===== config.mk =====
export PLATFORM = sky130hd
export DESIGN_NAME = led_scan_ctrl
export DESIGN_NICKNAME = d
export VERILOG_FILES = /design/src/rtl/led_scan_pkg.sv /design/src/rtl/led_blink_gen.sv /design/src/rtl/led_scan_ctrl.sv
export SDC_FILE = /design/constraint.sdc
export NUM_CORES = 1
export LEC_CHECK = 0
export ABC_CLOCK_PERIOD_IN_PS = 7500
export BUFFER_PORTS_ARGS = -buffer_cell sky130_fd_sc_hd__buf_2
export CELL_PAD_IN_SITES_DETAIL_PLACEMENT = 0
export CELL_PAD_IN_SITES_GLOBAL_PLACEMENT = 1
export CORE_ASPECT_RATIO = 2
export CORE_MARGIN = 2
export CORE_UTILIZATION = 50
export DETAILED_ROUTE_END_ITERATION = 8
export PLACE_DENSITY_LB_ADDON = 0.25
export REMOVE_ABC_BUFFERS = 1
export SLEW_MARGIN = 20
export SYNTH_ARGS = -nofsm -noshare
export SYNTH_HDL_FRONTEND = slang
export SYNTH_SLANG_ARGS = --single-unit

===== constraint.sdc =====
create_clock -name clk -period 7.5 [get_ports clk]
set_clock_uncertainty 0.15 [all_clocks]
set_input_delay 0.375 -clock clk [delete_from_list [all_inputs] [get_ports clk]]
set_output_delay 0.375 -clock clk [all_outputs]
set_load 0.01 [all_outputs]

===== src/rtl/led_scan_pkg.sv =====
// Shared definitions for the LED scan controller: per-LED mode encoding,
// scan FSM state encoding and a width helper used for port and counter sizing.
package led_scan_pkg;

  localparam logic [1:0] LED_OFF  = 2'b00;
  localparam logic [1:0] LED_SLOW = 2'b01;
  localparam logic [1:0] LED_FAST = 2'b10;
  localparam logic [1:0] LED_ON   = 2'b11;

  typedef enum logic {
    ST_BLANK = 1'b0,
    ST_DRIVE = 1'b1
  } scan_state_e;

  // Bits needed to hold values 0..n-1; never less than one so that
  // degenerate sizes still produce a legal vector.
  function automatic int clogb2(input int n);
    int r;
    r = 1;
    for (int i = 1; i < 31; i++) begin
      if ((1 << r) < n) r = r + 1;
    end
    return r;
  endfunction

endpackage


===== src/rtl/led_blink_gen.sv =====
// Blink reference generator: two free-running square waves whose periods are
// given in milliseconds and converted to clock cycles. Each wave is low for the
// first half of its period after reset and high for the second half.
module led_blink_gen
  import led_scan_pkg::*;
#(
  parameter int CLK_PERIOD_NS  = 10,
  parameter int SLOW_PERIOD_MS = 1000,
  parameter int FAST_PERIOD_MS = 100
) (
  input  logic clk,
  input  logic rst,
  output logic blink_slow,
  output logic blink_fast
);

  localparam int SLOW_CYC = int'(longint'(SLOW_PERIOD_MS) * 64'sd1000000 / longint'(CLK_PERIOD_NS));
  localparam int FAST_CYC = int'(longint'(FAST_PERIOD_MS) * 64'sd1000000 / longint'(CLK_PERIOD_NS));
  localparam int SLOW_W   = clogb2(SLOW_CYC);
  localparam int FAST_W   = clogb2(FAST_CYC);

  logic [SLOW_W-1:0] slow_cnt;
  logic [FAST_W-1:0] fast_cnt;

  // Slow period counter, wraps at the end of each period.
  always_ff @(posedge clk) begin
    if (rst) begin
      slow_cnt <= '0;
    end else if (slow_cnt == SLOW_W'(SLOW_CYC - 1)) begin
      slow_cnt <= '0;
    end else begin
      slow_cnt <= slow_cnt + 1'b1;
    end
  end

  // Fast period counter, wraps at the end of each period.
  always_ff @(posedge clk) begin
    if (rst) begin
      fast_cnt <= '0;
    end else if (fast_cnt == FAST_W'(FAST_CYC - 1)) begin
      fast_cnt <= '0;
    end else begin
      fast_cnt <= fast_cnt + 1'b1;
    end
  end

  assign blink_slow = (slow_cnt >= SLOW_W'(SLOW_CYC / 2));
  assign blink_fast = (fast_cnt >= FAST_W'(FAST_CYC / 2));

endmodule


===== src/rtl/led_scan_ctrl.sv =====
// Row-multiplexed LED matrix scan controller. Each LED has a 2-bit mode
// (off / slow blink / fast blink / on). Rows are driven one at a time for
// DWELL_CYCLES, separated by BLANK_CYCLES of dead time. All outputs are
// registered and computed from the FSM's next state so they line up with it.
// Optional feature: define LED_SCAN_BRIGHTNESS_EN to add a 4-bit global
// brightness input that gates the column drive with a free-running PWM.
module led_scan_ctrl
  import led_scan_pkg::*;
#(
  parameter int CLK_PERIOD_NS  = 10,
  parameter int ROWS           = 4,
  parameter int COLS           = 4,
  parameter int SLOW_PERIOD_MS = 1000,
  parameter int FAST_PERIOD_MS = 100,
  parameter int DWELL_CYCLES   = 25000,
  parameter int BLANK_CYCLES   = 16
) (
  input  logic                            clk,
  input  logic                            rst,
  input  logic                            wr_en,
  input  logic [clogb2(ROWS*COLS)-1:0]    wr_addr,
  input  logic [1:0]                      wr_mode,
`ifdef LED_SCAN_BRIGHTNESS_EN
  input  logic [3:0]                      brightness,
`endif
  output logic [COLS-1:0]                 scan_x,
  output logic [ROWS-1:0]                 scan_y,
  output logic                            frame_start
);

  localparam int LED_N = ROWS * COLS;
  localparam int AW    = clogb2(LED_N);
  localparam int RW    = clogb2(ROWS);
  localparam int CW    = clogb2((DWELL_CYCLES > BLANK_CYCLES) ? DWELL_CYCLES : BLANK_CYCLES);

  logic [LED_N-1:0][1:0] mode_q;
  logic                  blink_slow;
  logic                  blink_fast;

  scan_state_e           state_q, state_d;
  logic [CW-1:0]         cnt_q, cnt_d;
  logic [RW-1:0]         row_q, row_d;

  logic [COLS-1:0]       lit_row;
  logic [COLS-1:0]       x_d;
  logic [ROWS-1:0]       y_d;
  logic                  fs_d;

  function automatic logic lit_state(input logic [1:0] m, input logic bs, input logic bf);
    logic r;
    case (m)
      LED_OFF:  r = 1'b0;
      LED_SLOW: r = bs;
      LED_FAST: r = bf;
      default:  r = 1'b1;
    endcase
    return r;
  endfunction

  led_blink_gen #(
    .CLK_PERIOD_NS  (CLK_PERIOD_NS),
    .SLOW_PERIOD_MS (SLOW_PERIOD_MS),
    .FAST_PERIOD_MS (FAST_PERIOD_MS)
  ) u_blink (
    .clk        (clk),
    .rst        (rst),
    .blink_slow (blink_slow),
    .blink_fast (blink_fast)
  );

  // Per-LED mode storage; addresses past the last LED are dropped.
  always_ff @(posedge clk) begin
    if (rst) begin
      mode_q <= '0;
    end else if (wr_en && ({1'b0, wr_addr} < (AW+1)'(LED_N))) begin
      mode_q[wr_addr] <= wr_mode;
    end
  end

  // Scan FSM state, dwell/blank cycle count and current row.
  always_ff @(posedge clk) begin
    if (rst) begin
      state_q <= ST_BLANK;
      cnt_q   <= '0;
      row_q   <= '0;
    end else begin
      state_q <= state_d;
      cnt_q   <= cnt_d;
      row_q   <= row_d;
    end
  end

  // Next-state logic: count out blank time, then dwell time, then advance row.
  always_comb begin
    state_d = state_q;
    cnt_d   = cnt_q + 1'b1;
    row_d   = row_q;
    case (state_q)
      ST_BLANK: begin
        if (cnt_q == CW'(BLANK_CYCLES - 1)) begin
          state_d = ST_DRIVE;
          cnt_d   = '0;
        end
      end
      ST_DRIVE: begin
        if (cnt_q == CW'(DWELL_CYCLES - 1)) begin
          state_d = ST_BLANK;
          cnt_d   = '0;
          row_d   = (row_q == RW'(ROWS - 1)) ? '0 : row_q + 1'b1;
        end
      end
      default: begin
        state_d = ST_BLANK;
        cnt_d   = '0;
      end
    endcase
  end

`ifdef LED_SCAN_BRIGHTNESS_EN
  logic [3:0] pwm_q;

  // Free-running PWM phase for global dimming.
  always_ff @(posedge clk) begin
    if (rst) begin
      pwm_q <= '0;
    end else begin
      pwm_q <= pwm_q + 1'b1;
    end
  end
`endif

  // Output decode for the upcoming cycle: row select, column drive, frame pulse.
  always_comb begin
    lit_row = '0;
    for (int i = 0; i < LED_N; i++) begin
      if (row_d == RW'(i / COLS)) begin
        lit_row[i % COLS] = lit_state(mode_q[i], blink_slow, blink_fast);
      end
    end
    x_d = '0;
    y_d = '1;
    if (state_d == ST_DRIVE) begin
      x_d        = lit_row;
      y_d[row_d] = 1'b0;
    end
`ifdef LED_SCAN_BRIGHTNESS_EN
    x_d = x_d & {COLS{pwm_q < brightness}};
`endif
    fs_d = (state_d == ST_DRIVE) && (state_q == ST_BLANK) && (row_d == '0);
  end

  // Registered outputs; reset forces the blank pattern.
  always_ff @(posedge clk) begin
    if (rst) begin
      scan_x      <= '0;
      scan_y      <= '1;
      frame_start <= 1'b0;
    end else begin
      scan_x      <= x_d;
      scan_y      <= y_d;
      frame_start <= fs_d;
    end
  end

endmodule


==> results of run 1 <==
[final timing paths]
check / from / endpoint / slack (ns)
setup / recovery: u_blink.fast_cnt[17] / scan_x[1] / 4.64
hold reg to reg: cnt_q[0] / cnt_q[0] / 0.31
setup reg to reg: u_blink.fast_cnt[17] / scan_x[1] / 4.64
hold / removal: wr_mode[0] / mode_q[18] / 0.30
[cell families (layout without fill, tap and decap cells)]
family | after synthesis | after routing | synth area share
xor+xnor | 57 | 57 | 0.101
mux | 14 | 14 | 0.0286
buf+inv | 31 | 49 | 0.0238
simple gates | 275 | 275 | 0.263
compound gates | 97 | 97 | 0.121
fa+ha+maj | 6 | 6 | 0.0152
flops | 110 | 110 | 0.446
[placed cells by master (no fill, tap or decap), types with 3 or more instances in the layout]
cell / count
or4_1: 4
buf_2: 17
dfxtp_1: 110
clkinvlp_4: 3
xor2_1: 26
o211ai_1: 7
o21ai_0: 31
inv_1: 14
mux2i_1: 13
a21oi_1: 34
nand2b_1: 8
nand2_1: 59
nor2_1: 110
nand3_1: 29
a31oi_1: 3
clkbuf_16: 9
and3_1: 18
xnor2_1: 31
nor4_1: 3
ha_1: 6
or3_1: 4
nor3_1: 14
nand4_1: 8
buf_4: 3
[layer usage]
layer  GRT usage  vias to the layer above  share of wire  wire, um
li1            -                     2059              -         -
met1       0.223                     1883           0.40      4270
met2       0.394                       62           0.55      5810
met3      0.0446                       20          0.023       245
met4      0.0959                        0          0.031       329
met5           0                        -              0         0
[stage by stage]
| step | cells | instance area [sq um] | total power [mW] | hold WS [ns] |
|---|---|---|---|---|
| finish | 740 | 5420 | 1.08 | 0.302 |
| global route | 740 | 5420 | 1.12 | 0.297 |
| CTS | 740 | 5420 | 1.08 | 0.293 |
| detailed placement | 725 | 5140 | 0.645 | 0.285 |
| global placement | 725 | 5140 | 0.643 | 0.273 |
| floorplan | 573 | 4870 | 0.627 | 0.263 |
[power groups by stage]
stage,Sequential (mW),Clock (mW),Combinational (mW)
final,0.595,0.445,0.0357
after CTS,0.595,0.453,0.0362
after detailed placement,0.609,0,0.0359
after global routing,0.596,0.482,0.0409
after floorplan,0.607,0,0.0200
after global placement,0.608,0,0.0347
[flip-flops by register name, indices dropped and copies added (netlist names)]
name	count
mode_q	32
row_q	2
frame_start	1
scan_y	4
state_q	1
scan_x	4
u_blink.fast_cnt	24
u_blink.slow_cnt	27
cnt_q	15
[layout make-up]
class	instances	area, sq um
sequential	110	2200
clock inverter	5	36.3
clock buffer	10	239
tap	132	165
fill	930	4280
multi-input combinational	449	2620
timing repair buffer	20	108
inverter	14	52.6
[worst max-delay path, stage by stage (launching register included)]
cell	delay (ns)
dfxtp_1	0.36
or2_2	0.32
or4_1	0.62
o211ai_1	0.79
o21ai_0	0.17
a21oi_1	0.20
o41a_1	0.19
==> metrics.yaml, run 1 <==
cts-root-buf: "clkbuf_16"
fin_crit_sh: 0.381
startpoint_type: "flop"
ir_drop_v: 0.000125
seqPwrFrac: 0.553
wirelength_um: 10700
fp.dieH_um: 144
netSwitchingPower_mw: 0.243
ys.flop_type: "dfxtp_1"
drc: 0
max_slew_margin: 0.328
swShare: 0.226
ys_warn_count: 0
grt-ovfl-total: 0
nNetsFinal: 619
setup_viol: 0
yosys_register_bits: 110
fmax_mhz: 350
io_buffers: 17
dp_hpwl_um: 7540
cts-resized-gates: 0
clk_latency_ns: 0.35
fin_crit_ns: 2.86
synth_edf_count: 0
ys_top_cells_by_area: "dfxtp_1 (45%), nor2_1 (8.4%), xnor2_1 (5.5%)"
cts_sinks: 110
async_flop_share: 0
layout-drive-gt1-share: 0.0740
place.gp.congestion: 0.881
ant_nets: 0
core_sq_um: 9700
firstDrtPassIters: 4
htree_levels: 3
utilization: 0.559
internal-power_mw: 0.833
p_comb_frac: 0.033
die_w_um: 74.2
clk_path_buf_depth: 2
yosysTopAreaCellShare: 0.446
status: "finished clean"
clk_pin_slew_ns: 0.07
die-area_sq_um: 10700
arrival_ns: 2.99
r2r_cells: 6
rsz0062_at_grt: "false"
min_path_type: "in -> reg"
timing.final.ws_setup_ns: 4.64
pre_cts_slack_ns: 4.71
ys_seq_area_frac: 0.446
avgRoutedWirePerCell_um: 14.4
power_leakage_nw: 1.96
drtIter0Drc: 161
path_class: "reg -> reg"
setup_tns_ns: 0
netlist_area_sq_um: 4930
hold_viol: 0
cts_buffers: 9
whs_path_depth: 3
grt_max_degree: 43
cp_max_fo: 12
initial_core_util: 0.509
end_kind: "flop"
ys_types: 53
num_vias: 4024
grt_pass1_vias: 3908
synth_common_cells: "dfxtp_1 (110), nor2_1 (110), nand2_1 (59)"
avgSynthCellArea_sq_um: 8.36
num_io_pins: 18
synth_top_area_cell: "dfxtp_1"
cts_setup_buffers: 0
p_clk_frac: 0.414
antenna_found_initial: 0
p_per_area_nw_per_um2: 199
grt_first_pass_wirelength_um: 17800
antenna_cells: 0
synthToLayoutAreaGrowth_pct: 9.79
cts_hold_buf: 0
track_usage: 0.213
num_rows: 51
maxCapViolations: 0
synthCells: 590
avgViaCountPerCell: 5.44
slew_violations: 0
worstPathRequired_ns: 7.64
worst_pin_slew_ns: 1.01
cts_tree: "built"
Note: power is estimated with default switching activity, not from simulation.
==> run 2, diff against run 1 <==
--- a/config.mk
+++ b/config.mk
@@ -5,13 +5,13 @@
 export SDC_FILE = /design/constraint.sdc
 export NUM_CORES = 1
 export LEC_CHECK = 0
-export ABC_CLOCK_PERIOD_IN_PS = 7500
+export ABC_CLOCK_PERIOD_IN_PS = 2760
 export BUFFER_PORTS_ARGS = -buffer_cell sky130_fd_sc_hd__buf_2
 export CELL_PAD_IN_SITES_DETAIL_PLACEMENT = 0
 export CELL_PAD_IN_SITES_GLOBAL_PLACEMENT = 1
 export CORE_ASPECT_RATIO = 2
 export CORE_MARGIN = 2
-export CORE_UTILIZATION = 50
+export CORE_UTILIZATION = 47
 export DETAILED_ROUTE_END_ITERATION = 8
 export PLACE_DENSITY_LB_ADDON = 0.25
 export REMOVE_ABC_BUFFERS = 1
==> constraint.sdc (replaced) <==
create_clock -name clk -period 2.76 [get_ports clk]
set_clock_uncertainty 0.15 [all_clocks]
set_input_delay 0.138 -clock clk [delete_from_list [all_inputs] [get_ports clk]]
set_output_delay 0.138 -clock clk [all_outputs]
set_load 0.01 [all_outputs]
==> metrics.yaml, run 2 (synthesis gave the netlist of run 1 again) <==
slew_violations: 0
min_path_type: "in -> reg"
cts-resized-gates: 0
cp_max_fo: 8
firstDrtPassIters: 4
rsz0062_at_grt: "false"
fillCellCount: 1010
startpoint_type: "flop"
timing.final.ws_setup_ns: 0.273
hold_end: "mode_q[22]"
htree_levels: 3
num_vias: 4016
synthToLayoutAreaGrowth_pct: 13.3
die-area_sq_um: 11400
die_w_um: 76.5
antenna_cells: 0
cts-root-buf: "clkbuf_16"
setup_viol: 0
num_rows: 53
setup_tns_ns: 0
grt-ovfl-total: 0
grt_max_degree: 24
path_class: "reg -> reg"
worstPathRequired_ns: 2.85
ant_nets: 0
largest_reg_flops: 32
placed_cells: 738
place.gp.congestion: 0.803
ir_drop_v: 0.000486
nNetsFinal: 628
status: "finished clean"
arrival_ns: 2.57
avgRoutedWirePerCell_um: 13.2
drc: 0
dp_hpwl_um: 6860
hold_viol: 0
clk_pin_slew_ns: 0.07
clk_latency_ns: 0.35
drtIter0Drc: 203
multi_input_area_sq_um: 2620
p_per_area_nw_per_um2: 590
regArea_sq_um: 2200
grt_pass1_vias: 3687
top_regs: "mode_q: 32 flops, u_blink.slow_cnt: 27 flops, u_blink.fast_cnt: 24 flops"
clk_path_buf_depth: 2
final_cell_mix: "nor2_1 (110), dfxtp_1 (110), nand2_1 (59)"
fp.dieH_um: 149
fin_crit_ns: 2.49
rr_endpoint: "scan_x[3]"
io_buffers: 17
max_slew_margin: 0.590
hp-start: "wr_mode[0]"
finalNonFillerCells: 755
cts_sinks: 110
pre_cts_slack_ns: 0.268
antenna_found_initial: 0
power_leakage_nw: 2.06
end_kind: "flop"
core_sq_um: 10300
maxCapViolations: 0
cts_buffers: 9
avgViaCountPerCell: 5.32
num_io_pins: 18
whs_path_depth: 3
r2r_slack_ns: 0.27
cts_tree: "built"
initial_core_util: 0.477
track_usage: 0.184
cts_setup_buffers: 0
grt_first_pass_wirelength_um: 17100
fin_crit_sh: 0.901
r2r_cells: 7
largest-register: "mode_q"
wirelength_um: 9950
layout-drive-gt1-share: 0.0874
worst_pin_slew_ns: 0.609
r2r_start: "cnt_q[4]"
fmax_mhz: 402
-- run 2: cell count changes in the layout (fill, tap and decap cells not counted) --
cell           change
buf_4              +8
bufinv_16          +4
dlygate4sd3_1      +1
clkinv_4           -1
clkinvlp_4         -2
-- run 2: through the flow --
stage	hold WS, ns	total power [mW]	instance area [sq um]	util
floorplan	0.0571	1.70	4870	-
global placement	0.275	1.75	5210	0.504
detailed placement	0.284	1.76	5210	0.504
CTS	0.0363	3.34	5590	0.540
global route	0.0612	3.41	5590	0.540
finish	0.0486	3.30	5590	0.540
-- run 2: final cells by class --
type,count,share of cell area
clock buffers,10,0.0427
clock inverters,6,0.0237
inverters,14,0.00940
multi-input cells,449,0.468
flip-flops and latches,110,0.394
well taps,137,0.0307
repair buffers,29,0.0318
-- run 2: worst max path at each step --
stage	startpoint	slack, ns	cells after the start	end
2_1_floorplan	cnt_q[4]	0.20	6	scan_x[0]
3_3_place_gp	cnt_q[4]	0.33	7	scan_x[3]
3_5_place_dp	cnt_q[4]	0.27	7	scan_x[3]
4_1_cts	cnt_q[4]	0.27	7	scan_x[3]
5_1_grt	cnt_q[0]	0.13	8	scan_x[3]
6_report	cnt_q[4]	0.27	7	scan_x[3]
-- run 2: critical path, stage by stage (launching register included) --
cell and delay (ns):
dfxtp_1 0.35, or4_4 0.57, nor4_4 0.30, buf_4 0.21, nor3_1 0.06, a21oi_2 0.27
o2bb2ai_1 0.12, o311a_1 0.35
-- run 2: what timing repair did --
action | 4_1_cts | 5_1_grt
endpoints found under the hold margin | 7 | 0
hold buffers | 1 | 0
setup endpoints to repair | 0 | 0
-- run 2: layer usage --
| metal | wire length [um] | up-vias | GRT usage |
|---|---|---|---|
| met4 | 176 | 0 | 0.0745 |
| li1 | - | 2074 | - |
| met3 | 297 | 12 | 0.0351 |
| met1 | 4910 | 1876 | 0.248 |
| met2 | 4560 | 54 | 0.291 |
| met5 | 0 | - | 0 |
-- run 2: power breakdown --
part,internal [mW],switching (mW)
clock,1.00,0.581
combinational,0.0334,0.0676
sequential,1.60,0.0138
